### src/rtl/dvs_ravens_pkg.sv
// Shared constants and types for the DVS event path toward the RAVENS-side consumer.
package dvs_ravens_pkg;

  localparam int EVENT_BITS    = 16;
  localparam int FIFO_DEPTH    = 16;
  localparam int NUM_EVENT_SRC = 2;

  typedef enum logic {
    ARB_IDLE  = 1'b0,
    ARB_GRANT = 1'b1
  } arb_state_t;

endpackage

### src/rtl/event_sync_fifo.sv
// Single-clock circular event FIFO with a first-word-fall-through valid/ready read port.
module event_sync_fifo
  import dvs_ravens_pkg::*;
#(
  parameter int DEPTH  = FIFO_DEPTH,
  parameter int DATA_W = EVENT_BITS,
  localparam int PW    = $clog2(DEPTH),
  localparam int CW    = $clog2(DEPTH + 1)
) (
  input  logic              clk,
  input  logic              rst_n,
  input  logic              wr_en,
  input  logic [DATA_W-1:0] wr_data,
  output logic              full,
  output logic              rd_valid,
  output logic [DATA_W-1:0] rd_data,
  input  logic              rd_ready,
  output logic [CW-1:0]     count
);

  logic [DATA_W-1:0] mem [DEPTH];
  logic [PW-1:0]     wr_ptr;
  logic [PW-1:0]     rd_ptr;
  logic              push;
  logic              pop;

  assign full     = (count == CW'(DEPTH));
  assign rd_valid = (count != '0);
  assign rd_data  = mem[rd_ptr];
  // Full guard is belt-and-braces: the arbiter never grants into a full FIFO.
  assign push     = wr_en && !full;
  assign pop      = rd_valid && rd_ready;

  // Storage holds data only, so it carries no reset.
  always_ff @(posedge clk) begin
    if (push) mem[wr_ptr] <= wr_data;
  end

  always_ff @(posedge clk or negedge rst_n) begin
    if (!rst_n) begin
      wr_ptr <= '0;
      rd_ptr <= '0;
      count  <= '0;
    end else begin
      if (push) wr_ptr <= wr_ptr + PW'(1);
      if (pop)  rd_ptr <= rd_ptr + PW'(1);
      if (push && !pop)      count <= count + CW'(1);
      else if (pop && !push) count <= count - CW'(1);
    end
  end

endmodule

### src/rtl/dvs_event_fifo_arbiter.sv
// Round-robin arbiter over the producers' req/grant/wr_en bus, feeding one event FIFO.
module dvs_event_fifo_arbiter
  import dvs_ravens_pkg::*;
#(
  parameter int NUM_SRC = NUM_EVENT_SRC,
  parameter int DEPTH   = FIFO_DEPTH,
  parameter int EVENT_W = EVENT_BITS,
  localparam int CW     = $clog2(DEPTH + 1),
  localparam int SW     = (NUM_SRC > 1) ? $clog2(NUM_SRC) : 1
) (
  input  logic               clk,
  input  logic               rst_n,
  input  logic [NUM_SRC-1:0] fifo_req,
  input  logic [NUM_SRC-1:0] fifo_wr_en,
  input  logic [EVENT_W-1:0] fifo_event [NUM_SRC],
  output logic [NUM_SRC-1:0] fifo_grant,
  output logic               out_valid,
  output logic [EVENT_W-1:0] out_event,
  input  logic               out_ready,
  output logic [CW-1:0]      fifo_count,
  output logic               proto_err
);

  arb_state_t        state, state_nxt;
  logic [SW-1:0]     sel, sel_nxt;
  logic [SW-1:0]     rr_ptr, rr_nxt;
  logic [SW-1:0]     pick;
  logic              pick_found;
  logic              wrote, wrote_nxt;
  logic [NUM_SRC-1:0] grant_nxt;
  logic              accept;
  logic              err_now;
  logic              full;

  // First requester at or after rr_ptr, wrapping.
  always_comb begin
    pick       = '0;
    pick_found = 1'b0;
    for (int i = 0; i < NUM_SRC; i++) begin
      if (!pick_found && fifo_req[(int'(rr_ptr) + i) % NUM_SRC]) begin
        pick_found = 1'b1;
        pick       = SW'((int'(rr_ptr) + i) % NUM_SRC);
      end
    end
  end

  always_ff @(posedge clk or negedge rst_n) begin
    if (!rst_n) begin
      state      <= ARB_IDLE;
      sel        <= '0;
      rr_ptr     <= '0;
      wrote      <= 1'b0;
      fifo_grant <= '0;
      proto_err  <= 1'b0;
    end else begin
      state      <= state_nxt;
      sel        <= sel_nxt;
      rr_ptr     <= rr_nxt;
      wrote      <= wrote_nxt;
      fifo_grant <= grant_nxt;
      if (err_now) proto_err <= 1'b1;
    end
  end

  always_comb begin
    state_nxt = state;
    sel_nxt   = sel;
    rr_nxt    = rr_ptr;
    case (state)
      ARB_IDLE: begin
        if (pick_found && !full) begin
          state_nxt = ARB_GRANT;
          sel_nxt   = pick;
        end
      end
      ARB_GRANT: begin
        if (!fifo_req[sel]) begin
          state_nxt = ARB_IDLE;
          rr_nxt    = (sel == SW'(NUM_SRC - 1)) ? '0 : sel + SW'(1);
        end
      end
      default: state_nxt = ARB_IDLE;
    endcase
  end

  // In GRANT the registered grant is one-hot on sel, so wr_en[sel] implies a granted write.
  always_comb begin
    grant_nxt = '0;
    if (state_nxt == ARB_GRANT) grant_nxt[sel_nxt] = 1'b1;
    accept    = (state == ARB_GRANT) && fifo_wr_en[sel] && !wrote;
    err_now   = (|(fifo_wr_en & ~fifo_grant)) ||
                ((state == ARB_GRANT) && fifo_wr_en[sel] && wrote);
    wrote_nxt = (state == ARB_GRANT) && (state_nxt == ARB_GRANT) && (wrote || accept);
  end

  event_sync_fifo #(
    .DEPTH  (DEPTH),
    .DATA_W (EVENT_W)
  ) u_fifo (
    .clk      (clk),
    .rst_n    (rst_n),
    .wr_en    (accept),
    .wr_data  (fifo_event[sel]),
    .full     (full),
    .rd_valid (out_valid),
    .rd_data  (out_event),
    .rd_ready (out_ready),
    .count    (fifo_count)
  );

endmodule
### config.mk
export PLATFORM = sky130hd
export DESIGN_NAME = dvs_event_fifo_arbiter
export DESIGN_NICKNAME = d
export VERILOG_FILES = /design/src/rtl/dvs_ravens_pkg.sv /design/src/rtl/event_sync_fifo.sv /design/src/rtl/dvs_event_fifo_arbiter.sv
export SDC_FILE = /design/constraint.sdc
export NUM_CORES = 1
export LEC_CHECK = 0
export ABC_AREA = 1
export CAP_MARGIN = 40
export CORE_AREA = 2 2 190 192
export CTS_CLUSTER_DIAMETER = 50
export DETAILED_ROUTE_END_ITERATION = 10
export DIE_AREA = 0 0 192 194
export GPL_ROUTABILITY_DRIVEN = 0
export PLACE_DENSITY = 0.49
export SLEW_MARGIN = 0
export SYNTH_ARGS = -nofsm -noshare
export SYNTH_HDL_FRONTEND = slang
export SYNTH_HIERARCHICAL = 1
export SYNTH_SLANG_ARGS = --single-unit
### constraint.sdc
create_clock -name clk -period 3.04 [get_ports clk]
set_input_delay 0.456 -clock clk [delete_from_list [all_inputs] [get_ports clk]]
set_output_delay 0.456 -clock clk [all_outputs]
set_load 0.02 [all_outputs]
# Word level (Yosys, flattened, before mapping)
# Memories as Yosys holds them, arrays and structs flattened.
# Cells that the tools add are included.
[totals]
n_memories = 1
mem_bits_rw = 256
output_inout_bits = 25
reg_bits = 20
[memory_table]
columns = ["memory", "words", "width", "rd", "rd_clocked_by_memory_dff", "write_ports", "line_no", "source"]
rows = [
  ["u_fifo.mem", 16, 16, 1, 0, 1, "event_sync_fifo.sv:21", "logic [DATA_W-1:0] mem [DEPTH];"],
]
[op_classes]
magnitude_cmp = 6
n_addsub = 6
n_reduce_logical = 23
eq_ne = 1
mux = 29
n_bitwise = 6
[op_table]
columns = ["cell", "n"]
rows = [
  ["$mux W16", 3],
  ["$mux W1", 21],
  ["$logic_and A1 B1 Y1", 12],
  ["$mux W5", 2],
  ["$add A4 B1 Y4 const B", 2],
  ["$lt A1 B2 Y1 const B", 3],
  ["$add A5 B1 Y5 const B", 1],
  ["$eq A5 B5 Y1 const B", 1],
  ["$logic_not A1 Y1", 5],
  ["$reduce_bool A5 Y1", 1],
  ["$sub A5 B1 Y5 const B", 1],
  ["$lt A2 B3 Y1 const B", 1],
  ["$add A1 B1 Y1 const B", 2],
  ["$and A2 B2 Y2", 1],
  ["$ge A2 B2 Y1 const B", 1],
  ["$logic_or A1 B1 Y1", 2],
  ["$mux W2", 1],
  ["$not A1 Y1", 2],
  ["$not A1 Y2", 1],
  ["$not A2 Y2", 1],
  ["$pmux W1 S2", 1],
  ["$reduce_and A2 Y1", 1],
  ["$reduce_bool A2 Y1", 1],
  ["$reduce_or A2 Y1", 1],
  ["3 further kinds", 3],
]

# Depth between registers and ports, before layout
[depth]
depth_word = 15
depth_mapped = 17

# By module
# Netlist, hierarchy kept.
[by_module_without_submodules]
columns = ["module", "instances", "seq_area_each_um2", "area_per_inst_um2", "cells_each"]
rows = [
  ["event_sync_fifo", 1, 8012.7, 11578.6, 1119],
  ["dvs_event_fifo_arbiter", 1, 175.2, 598.1, 98],
]

# Worst setup path after synthesis
# No wires, ideal clock.
[synth_path]
kind = "reg2reg"
startpoint = "register u_fifo.count[1]"
endpoint = "register u_fifo.count[4]"
setup_time_ps = 116
synth_period_minus_slack_ps = 2408
setup_slack_ps = 632
arrival_ps = 2291
path_stages_with_launch = 12
n_path_buf = 0
cell_sequence = "dfrtp_1 nor2_1 nand4_1 nand2_1 ha_1 inv_1 ha_1 or2_2 nand3_1 nand2_1 nand2_1 nand2_1"
[synth_via]
elab_cells_between_ends = 14
cone_classes = "2 x add/sub; 1 x eq/ne; 2 x mux; 9 x reduce/logical"
[synth_rtl]
columns = ["element", "line_no", "source"]
rows = [
  ["start, declared", "event_sync_fifo.sv:18", "output logic [CW-1:0] count"],
  ["start signal, assigned", "event_sync_fifo.sv:47", "if (push && !pop) count <= count + CW'(1);"],
  ["start signal, assigned", "event_sync_fifo.sv:48", "else if (pop && !push) count <= count - CW'(1);"],
  ["$reduce_bool A5 Y1 (*)", "event_sync_fifo.sv:28", "assign rd_valid = (count != '0);"],
  ["net out_valid", "dvs_event_fifo_arbiter.sv:17", "output logic out_valid,"],
  ["$logic_and A1 B1 Y1 (*)", "event_sync_fifo.sv:32", "assign pop = rd_valid && rd_ready;"],
  ["$logic_not A1 Y1", "event_sync_fifo.sv:47", ""],
  ["$logic_and A1 B1 Y1", "event_sync_fifo.sv:47", ""],
  ["$mux W5 / $reduce_bool A2 Y1 (equally long branches)", "n/a", ""],
]
# The timed path passes the listed nets; every way through them passes the cells marked *. The select of a mux whose other input is x is not followed.
# A chain may end at the register's enable or synchronous reset.

# Final worst setup path
[layout_path]
startpoint = "register u_fifo.rd_ptr[0]"
endpoint = "output port out_event[5]"
[layout_via]
elab_chain_len = 1
[layout_rtl]
columns = ["element", "line_no", "source"]
rows = [
  ["start, declared", "event_sync_fifo.sv:23", "logic [PW-1:0] rd_ptr;"],
  ["start signal, assigned", "event_sync_fifo.sv:46", "if (pop) rd_ptr <= rd_ptr + PW'(1);"],
  ["$mem_v2 Z16 W16", "n/a", ""],
  ["end, declared", "dvs_event_fifo_arbiter.sv:18", "output logic [EVENT_W-1:0] out_event,"],
]
# Every way passes these cells.

==> results.json <==
{
  "status": "finished clean",
  "insertion_delay_ns": 0.52,
  "skew_ns": 0.0248,
  "synth_top_family_by_area": "simple AND/OR/NAND/NOR gates",
  "cts.sinks": 276,
  "wl_per_cell_um": 16.9,
  "critPathMostFrequentCell": "nand2_1",
  "hp-class": "in2async",
  "crit_path_start_kind": "flop",
  "clk_pin_slew_worst_paths_ns": 0.05,
  "max_stage_delay_ns": 0.56,
  "synth_compound_area_frac": 0.00658,
  "pre_cts_slack_ns": 0.248,
  "io_buffers": 63,
  "p_int_w": 0.00937,
  "synth_warnings": 6,
  "avgViaCountPerCell": 4.52,
  "wl_mm": 30.3,
  "grt_antenna_before_repair": 0,
  "hold_viol": 0,
  "cp_cell_sequence": "inv_12 > bufbuf_16 > nand2_1 > nand3_1 > nand2_1 > nor2_1 > nand2_1 > nand2_1 > dlygate4sd2_1",
  "synthAdderAreaFrac": 0.0109,
  "syn2layout_area_growth_pct": 21.2,
  "place_hpwl_mm": 18.5,
  "cp_max_fo": 23,
  "setup_viol_count_final": 0,
  "grt_max_degree": 54,
  "die-area_mm2": 0.0372,
  "tritoncts": "yes",
  "crit_buf_inv": 3,
  "coreArea_mm2": 0.0352,
  "irDropWorstVdd_uv": 606,
  "grt_use_total": 0.167,
  "regArea_mm2": 0.00819,
  "num_io_pins": 64,
  "grt_pass1_vias": 7797,
  "final_cell_mix": "nand2_1 (498), edfxtp_1 (256), inv_1 (125), nor2_1 (103), nand3_1 (102)",
  "p_total_w": 0.0152,
  "drt_iter0_markers": 495,
  "grt_pass1_wl_mm": 47.0,
  "final.setup.worst_slack_ns": 0.176,
  "cts_root_buffer": "clkbuf_16",
  "rows": 69,
  "p_leak_nw": 6.21,
  "vias": 8115,
  "die_w_um": 192,
  "power_frac_comb": 0.390,
  "yosys.area_share.xor_xnor": 0.00503,
  "fin_area_mm2": 0.0148,
  "fin_crit_sh": 0.942,
  "layout_commonest_cell": "nand2_1",
  "synth_mux_area_frac": 0,
  "post_cts_buffers": 0,
  "grt_overflow": 0,
  "dr.pass1.iters": 4,
  "h-tree-depth": 2,
  "cp_slowest_cell": "dfrtp_4",
  "cts_buffers": 35,
  "cp.required_ns": 2.58,
  "cp_top_family": "buffers and inverters",
  "rrSetupSlack_ns": 0.66,
  "fin_crit_ns": 2.86,
  "arrival_ns": 2.41,
  "rsz0062_at_grt": "no",
  "final.setup.tns_ns": 0,
  "syn_inst": 1217,
  "clock_path_buffers": 3,
  "drive_gt1_frac": 0.0945,
  "pwr-share-seq": 0.343,
  "initial_utilization": 0.346,
  "tightest_slew_ns": 0.757,
  "drc": 0,
  "place_area_mm2": 0.0135,
  "die_h_um": 194,
  "max_freq_mhz": 349,
  "relSlewSlack": 0.494,
  "syn_area_mm2": 0.0122,
  "synth_cell_types": 29,
  "nets": 1360,
  "yosysSeqAreaShare": 0.672,
  "synth_simple_gate_area_frac": 0.240,
  "ant_nets": 0,
  "synth.avg_cell_area_um2": 10.0,
  "end_kind": "primary output",
  "powerDensity_mw_per_mm2": 1030,
  "multi_input_area_mm2": 0.00323,
  "nFillCells": 3374,
  "clockPowerShare": 0.267,
  "slew_violations": 0,
  "syn-num-nets": 1266,
  "maxCapViolCount": 0,
  "path_class": "reg2out",
  "power_switching_w": 0.00579,
  "ys_seq_elements": 276,
  "p_sw_frac": 0.382
}
## synth_stat cells
library cell	n	area, um^2
or2_2	1	6.26
o21ai_1	1	5.00
buf_6	5	56.3
buf_1	5	18.8
xor2_1	4	35.0
o21ai_2	2	17.5
inv_2	3	11.3
o211ai_1	1	7.51
o21ai_0	5	25.0
dfrtp_1	20	500
xnor2_1	3	26.3
nor2_1	119	447
inv_4	1	6.26
nor2_4	1	11.3
a21oi_2	2	17.5
fa_1	1	20.0
edfxtp_1	256	7690
nand2_1	498	1870
clkbuf_1	2	7.51
nand3_2	2	20.0
nand3_1	102	510
buf_4	12	90.1
nand2_2	2	12.5
buf_2	27	135
inv_1	125	469
nor2_2	4	25.0
a211oi_1	1	7.51
ha_1	9	113
nand4_1	3	18.8
## metrics by stage
stage	hold slack, ns	std cells	utilization
4_1_cts	0.362	1794	0.419
6_report	0.361	1795	0.419
3_3_place_gp	0.476	1732	0.384
2_1_floorplan	0.160	1217	-
5_1_grt	0.401	1794	0.419
3_5_place_dp	0.486	1732	0.384
## what timing repair did
item	4_1_cts	5_1_grt
cloned	3	0
endpoints found under the setup margin	16	2
resized for setup	22	2
pin swaps	0	0
hold buffers	0	0
## state kept, by name, indices dropped and copies added, names as in the netlist
signal and count:
u_fifo/mem 256, u_fifo/count 5, u_fifo/rd_ptr 4, u_fifo/wr_ptr 4, fifo_grant 2, proto_err 1
rr_ptr 1, sel 1, state 1, wrote 1
## final cells by class
type	count	area share
timing repair buffer	108	0.0770
multi-input combinational	761	0.219
clock buffer	46	0.0621
clock inverter	13	0.0141
tap	461	0.0391
antenna	1	0.000170
sequential	276	0.555
inverter	129	0.0336
## power by group through the flow
stage	Clock, W	Combinational, W	Sequential [W]
finish	0.00405	0.00591	0.00520
global route	0.00429	0.00663	0.00524
CTS	0.00414	0.00603	0.00520
detailed placement	0	0.00590	0.00525
global placement	0	0.00586	0.00525
floorplan	0	0.00363	0.00522
## final timing paths
path,start,endpoint,cells after the start
hold / removal,rst_n,sel,1
max in group asynchronous,rst_n,u_fifo/count[3],2
setup reg to reg,u_fifo/count[1],u_fifo/count[4],11
hold reg to reg,rr_ptr,rr_ptr,2
min in group clk,rr_ptr,rr_ptr,2
setup / recovery,u_fifo/rd_ptr[0],out_event[5],9
## metal layers
metal | up-vias | GRT usage | part of all wire
met5 | - | 0 | 0
met4 | 0 | 0.0430 | 0.018
met3 | 37 | 0.0299 | 0.049
met2 | 181 | 0.268 | 0.46
met1 | 3800 | 0.235 | 0.47
li1 | 4097 | - | -
## logic make-up after synthesis
kind of cell	after synthesis
buffers and inverters	180
DFF	276
adders and majority gates	10
AOI/OAI and AO/OA	12
xor gates and xnor gates	7
and+or+nand+nor	732
Power figures use the tool's default switching activity.
==> edit 1, RTL diff (same flow settings) <==
Register the output `fifo_count`, cleared by the reset; this adds one clock of latency there. The other outputs are not delayed to match.
--- a/src/rtl/dvs_event_fifo_arbiter.sv
+++ b/src/rtl/dvs_event_fifo_arbiter.sv
@@ -22,2 +22,4 @@
 );
+
+  logic [CW-1:0] fifo_count_d;
 
@@ -107,5 +109,13 @@
     .rd_ready (out_ready),
-    .count    (fifo_count)
+    .count    (fifo_count_d)
   );
 
+  always_ff @(posedge clk or negedge rst_n) begin
+    if (!rst_n) begin
+      fifo_count <= '0;
+    end else begin
+      fifo_count <= fifo_count_d;
+    end
+  end
+
 endmodule
Function: changed (Yosys sat finds a counterexample within 4 cycles, from zero or initial values and one cycle with rst_n low).
==> edit 1 against the unedited design <==
Cell area grew 0.60%; sequential cell count grew 5; first-iteration DRC count grew 34%; critical path type unchanged; power shrank 0.87%; die area is the same; worst setup slack lost 6.4 ps; count of clock-buffer cells in the layout shrank 5; routed wire length grew 8.1%; synthesized cell count grew 0.33%; register-to-register slack lost 20 ps; sequential power grew 2%; largest power group unchanged; highest routed layer unchanged; synthesized area grew 0.67%; sequential share of layout area grew 0.51 points.
==> edit 1: results (changes against the unedited design) <==
[drt]
drt_pass1_iterations=5  ; +1
viasPerCell=4.636  ; +2.6%
ant_nets=0  ; unchanged
drt_iter0_markers=661  ; +34%
wl_per_cell_um=18.22  ; +7.9%

[layout]
layout.nets=1367  ; +0.51%
drive_gt1_share_pct=8.901  ; -0.55 points
instances_no_fill=1798  ; +0.17%
n_antenna_cell=0  ; -1
top_regs=u_fifo/mem (256), fifo_count (5), u_fifo/count (5)

[cts]
cts_root_buf=clkbuf_16
htreeDepth=2  ; unchanged
cts_setup_buffers=0  ; unchanged
numCtsBuffers=35  ; unchanged
cts_max_path_buffers=3  ; unchanged
path_clk_slew_ps=60
worstSkewPairLatency_ps=500  ; -20 ps

[timing]
finClkSkew_ps=9.609  ; -15.15 ps
whs_ps=412.3  ; +50.83 ps
setup_tns_ps=0  ; unchanged
slew_headroom_pct=44.94  ; -4.5 points
timing.fmax_mhz=348.3  ; -0.22%

[global_routing]
grt_max_degree=47  ; -13%
grt_use_total_pct=18.03  ; +1.3 points
grt_pass1_vias=8108  ; +4.0%
grt_first_pass_wirelength_mm=49.49  ; +5.4%
antenna_found_initial=2  ; +2

[power]
vdd_drop_max_mv=0.6937  ; +14%
leakage_uw=0.006273  ; +1.0%
intPower_uw=9201  ; -1.8%

[synthesis]
yosysWarnings=6  ; unchanged
async_flop_share_pct=8.897  ; +1.7 points
yosysUniqueCellTypes=28  ; -3.4%
synth-edff-count=256  ; unchanged
yosysSeqAreaShare_pct=67.82  ; +0.57 points
yosys-top-cells-area=edfxtp_1 63%, nand2_1 15%, dfrtp_1 5.1%
synth_common_cells=499 x nand2_1, 256 x edfxtp_1, 124 x inv_1
synth_area_per_cell_sq_um=10.04  ; +0.34%
syn_nets=1270  ; +0.32%

[critical_path]
rrSetupSlack_ps=640  ; -20 ps
cpPeakStageDelay_ps=520  ; -40 ps
crit_fanout=20  ; -13%
worstSetupEndpoint=out_event[8]
crit_family=buffers and inverters
r2r_cells=11  ; unchanged
path_buf_inv=3  ; unchanged
timing.rr.end=u_fifo/count[4]$_DFFE_PN0P_
r2r-start=u_fifo/count[1]$_DFFE_PN0P_
worst_path_max_delay_cell=dfrtp_4
cp.arrival_ps=2410  ; about the same

[min_path]
hold_depth=0
hp-start=u_fifo/count[3]$_DFFE_PN0P_
hp-class=flip-flop to flip-flop
hold_end=fifo_count[3]$_DFF_PN0_

[placed_design]
placed_cells=1739  ; +0.40%
hpwl_mm=19.49  ; +5.2%
pre_cts_ws_ps=256.9  ; +8.384 ps

[run_status]
status=finished, final reports clean

## edit 1: changes by cell type in the layout (fill, tap and decap cells not counted), moves of 4 or more
cell	unedited run	this run
clkinv_1	2	6
dlymetal6s2s_1	2	6
dfrtp_1	19	24
nor2_1	103	107
clkbuf_1	11	6
buf_12	3	11
dlygate4sd2_1	14	10
buf_4	35	28
## edit 1: layout make-up
| type | instances | area (sq um) |
|---|---|---|
| fillers | 3422 | 20370 |
| flip-flops and latches | 281 | 8317 |
| multi-input cells | 762 | 3209 |
| repair buffers | 110 | 1259 |
| clock buffers | 41 | 898.4 |
| well taps | 461 | 576.8 |
| inverters | 128 | 483.0 |
| clock inverters | 15 | 108.9 |
## edit 1: routing by layer
metal	wire length (um)	track usage, %	vias up
met5	0	0	-
met4	581	4.213	0
met3	1473	2.552	40
met2	15180	28.95	210
met1	15520	25.87	3979
li1	-	-	4107
## edit 1: logic make-up after synthesis
logic type	share of synthesized area, %
buffers and inverters	6.329
adders and majority gates	1.082
DFF	67.82
AOI/OAI and AO/OA	0.4491
xor gates and xnor gates	0.5002
and+or+nand+nor	23.82
## edit 1: power groups by stage
stage	registers, uW	logic, uW	clock network, uW
floorplan	5330	3590	0
finish	5300	6010	3720
detailed placement	5370	5970	0
global placement	5370	5930	0
global route	5340	6730	3970
CTS	5300	6060	3810
## edit 1: repair_timing
action,CTS,global route
endpoints found under the hold margin,0,0
setup endpoints to repair,10,6
hold buffers,0,0
gates cloned,2,1
gates resized for setup,14,7
## edit 1: stage by stage
stage	area (sq um)	power [uW]
global route	14850	16040
CTS	14810	15170
detailed placement	13720	11340
global placement	13700	11300
finish	14850	15030
floorplan	12260	8918
==> edit 2, RTL diff (same flow settings) <==
Made on the original files. `EVENT_BITS`: 16 -> 32.
--- a/src/rtl/dvs_ravens_pkg.sv
+++ b/src/rtl/dvs_ravens_pkg.sv
@@ -3,3 +3,3 @@
 
-  localparam int EVENT_BITS    = 16;
+  localparam int EVENT_BITS    = 32;
   localparam int FIFO_DEPTH    = 16;
Interface: changed (resized fifo_event and out_event); port bits go from 64 to 112. The function was not compared with the original's and may differ.
==> edit 2 against the unedited design <==
Critical path depth did not move; synthesized area is 88% higher; core utilization up 35 points; routed wire length rose by 86%; cell area increased by 83%; worst setup slack got worse by 91 ps; sequential cell count is 256 higher; sequential share of layout area is 3.3 points higher; power rose by 76%.
==> edit 2: results (changes against the unedited design) <==
[cts]
path_clk_slew_ps=60
numCtsBuffers=54  ; +54%
worstSkewPairLatency_ps=600  ; +80 ps

[synthesis]
yosysSeqAreaShare_pct=69.21  ; +2.0 points
yosysUniqueCellTypes=28  ; -3.4%
synth_common_cells=947 x nand2_1, 512 x edfxtp_1, 220 x nor2_1
async_flop_share_pct=3.759  ; -3.5 points
yosys-top-cells-area=edfxtp_1 67%, nand2_1 15%, nand3_1 4.3%
synth_area_per_cell_sq_um=10.14  ; +1.3%
synth-edff-count=512  ; +100%
syn_nets=2343  ; +85%

[global_routing]
grt_first_pass_wirelength_mm=85.77  ; +83%
grt_pass1_vias=15456  ; +98%
antenna_found_initial=1  ; +1
grt_use_total_pct=30.76  ; +14 points
grt_max_degree=81  ; +50%

[critical_path]
rrSetupSlack_ps=580  ; -80 ps
cp-startpoint=u_fifo/rd_ptr[0]$_DFFE_PN0P_
worstSetupEndpoint=out_event[4]
crit_family=buffers and inverters
r2r_cells=11  ; unchanged
timing.rr.end=u_fifo/count[4]$_DFFE_PN0P_
crit_fanout=24  ; +4.3%
cp.arrival_ps=2500  ; +90 ps
worst_path_max_delay_cell=dfrtp_4

[timing]
slew_headroom_pct=56.13  ; +6.7 points
finClkSkew_ps=19.19  ; -5.571 ps
fin_crit_sh_pct=97.23  ; +3.0 points

[placed_design]
pre_cts_ws_ps=186.7  ; -61.73 ps
hpwl_mm=30.50  ; +65%
placed_cells=2796  ; +61%
port_buffers=111  ; +76%

[layout]
layout.nets=2482  ; +83%
n_antenna_cell=0  ; -1
drive_gt1_share_pct=8.388  ; -1.1 points
top_regs=u_fifo/mem (512), u_fifo/count (5)

[run_status]
status=finished, final reports clean

[drt]
wl_per_cell_um=19.38  ; +15%
drt_pass1_iterations=5  ; +1
viasPerCell=5.490  ; +21%
vias=15948  ; +97%
drt_iter0_markers=1494  ; +200%

[power]
vdd_drop_max_mv=0.7468  ; +23%
leakage_uw=0.01136  ; +83%

[edit 2: cell count changes after synthesis, moves of 4 or more]
cell | before | now
nand2_1 | 498 | 947
edfxtp_1 | 256 | 512
nor2_1 | 119 | 220
nand3_1 | 102 | 199
inv_1 | 125 | 217
buf_2 | 27 | 76
clkbuf_1 | 2 | 18
buf_4 | 12 | 6
nor2_2 | 4 | 0
[edit 2: area by class of cell]
class | count | area, sq um
Inverter | 224 | 862.1
Sequential cell | 532 | 15880
Timing Repair Buffer | 187 | 2215
Clock buffer | 69 | 1469
Clock inverter | 30 | 205.2
Multi-Input combinational cell | 1402 | 5813
Fill cell | 2298 | 8200
Tap cell | 461 | 576.8
[edit 2: how the worst min path moves through the flow]
stage / depth (start not counted) / from / slack (ps) / endpoint
6_report: 2 / rst_n / 210 / u_fifo/rd_ptr[2]$_DFFE_PN0P_
5_1_grt: 2 / rst_n / 240 / u_fifo/count[2]$_DFFE_PN0P_
4_1_cts: 2 / rst_n / 200 / u_fifo/count[3]$_DFFE_PN0P_
3_5_place_dp: 2 / proto_err$_DFFE_PN0P_ / 480 / proto_err$_DFFE_PN0P_
3_3_place_gp: 2 / proto_err$_DFFE_PN0P_ / 450 / proto_err$_DFFE_PN0P_
2_1_floorplan: 0 / rst_n / 160 / fifo_grant[0]$_DFF_PN0_
[edit 2: what timing repair did]
| item | in CTS | in global routing |
|---|---|---|
| cloned | 1 | 3 |
| pin swaps | 1 | 0 |
| hold endpoints to repair | 0 | 0 |
| endpoints found under the setup margin | 32 | 21 |
| resized for setup | 30 | 50 |
| setup buffers | 3 | 3 |
[edit 2: metal layers]
| layer | global-route usage (%) | routed length [um] | vias to the layer above | part of all wire [%] |
|---|---|---|---|---|
| li1 | - | - | 7563 | - |
| met1 | 42.28 | 22500 | 7587 | 40 |
| met2 | 51.13 | 27690 | 682 | 49 |
| met3 | 4.054 | 4533 | 114 | 8.1 |
| met4 | 10.63 | 1565 | 2 | 2.8 |
| met5 | 0 | 7 | - | 0.012 |
[edit 2: where the power goes]
part | total (uW) | switching (uW) | internal, uW
Clock | 6240 | 2730 | 3510
Sequential | 9830 | 271 | 9550
Combinational | 10600 | 7250 | 3350
Total | 26700 | 10200 | 16400
[edit 2: through the flow]
step	setup TNS [ps]	instance area, sq um
after floorplan	0	22940
after global placement	0	25170
after detailed placement	0	25170
after CTS	-1134	26920
after global routing	-4.106	27020
final	0	27020
[edit 2: kinds of logic (layout without fill, tap and decap cells)]
kind of cell	after synthesis	after routing	synth area share [%]
fa+ha+maj	10	10	0.5782
buf+inv	328	510	5.968
xor+xnor	7	7	0.2673
simple gates	1375	1375	23.72
flops	532	532	69.21
compound gates	10	10	0.2564
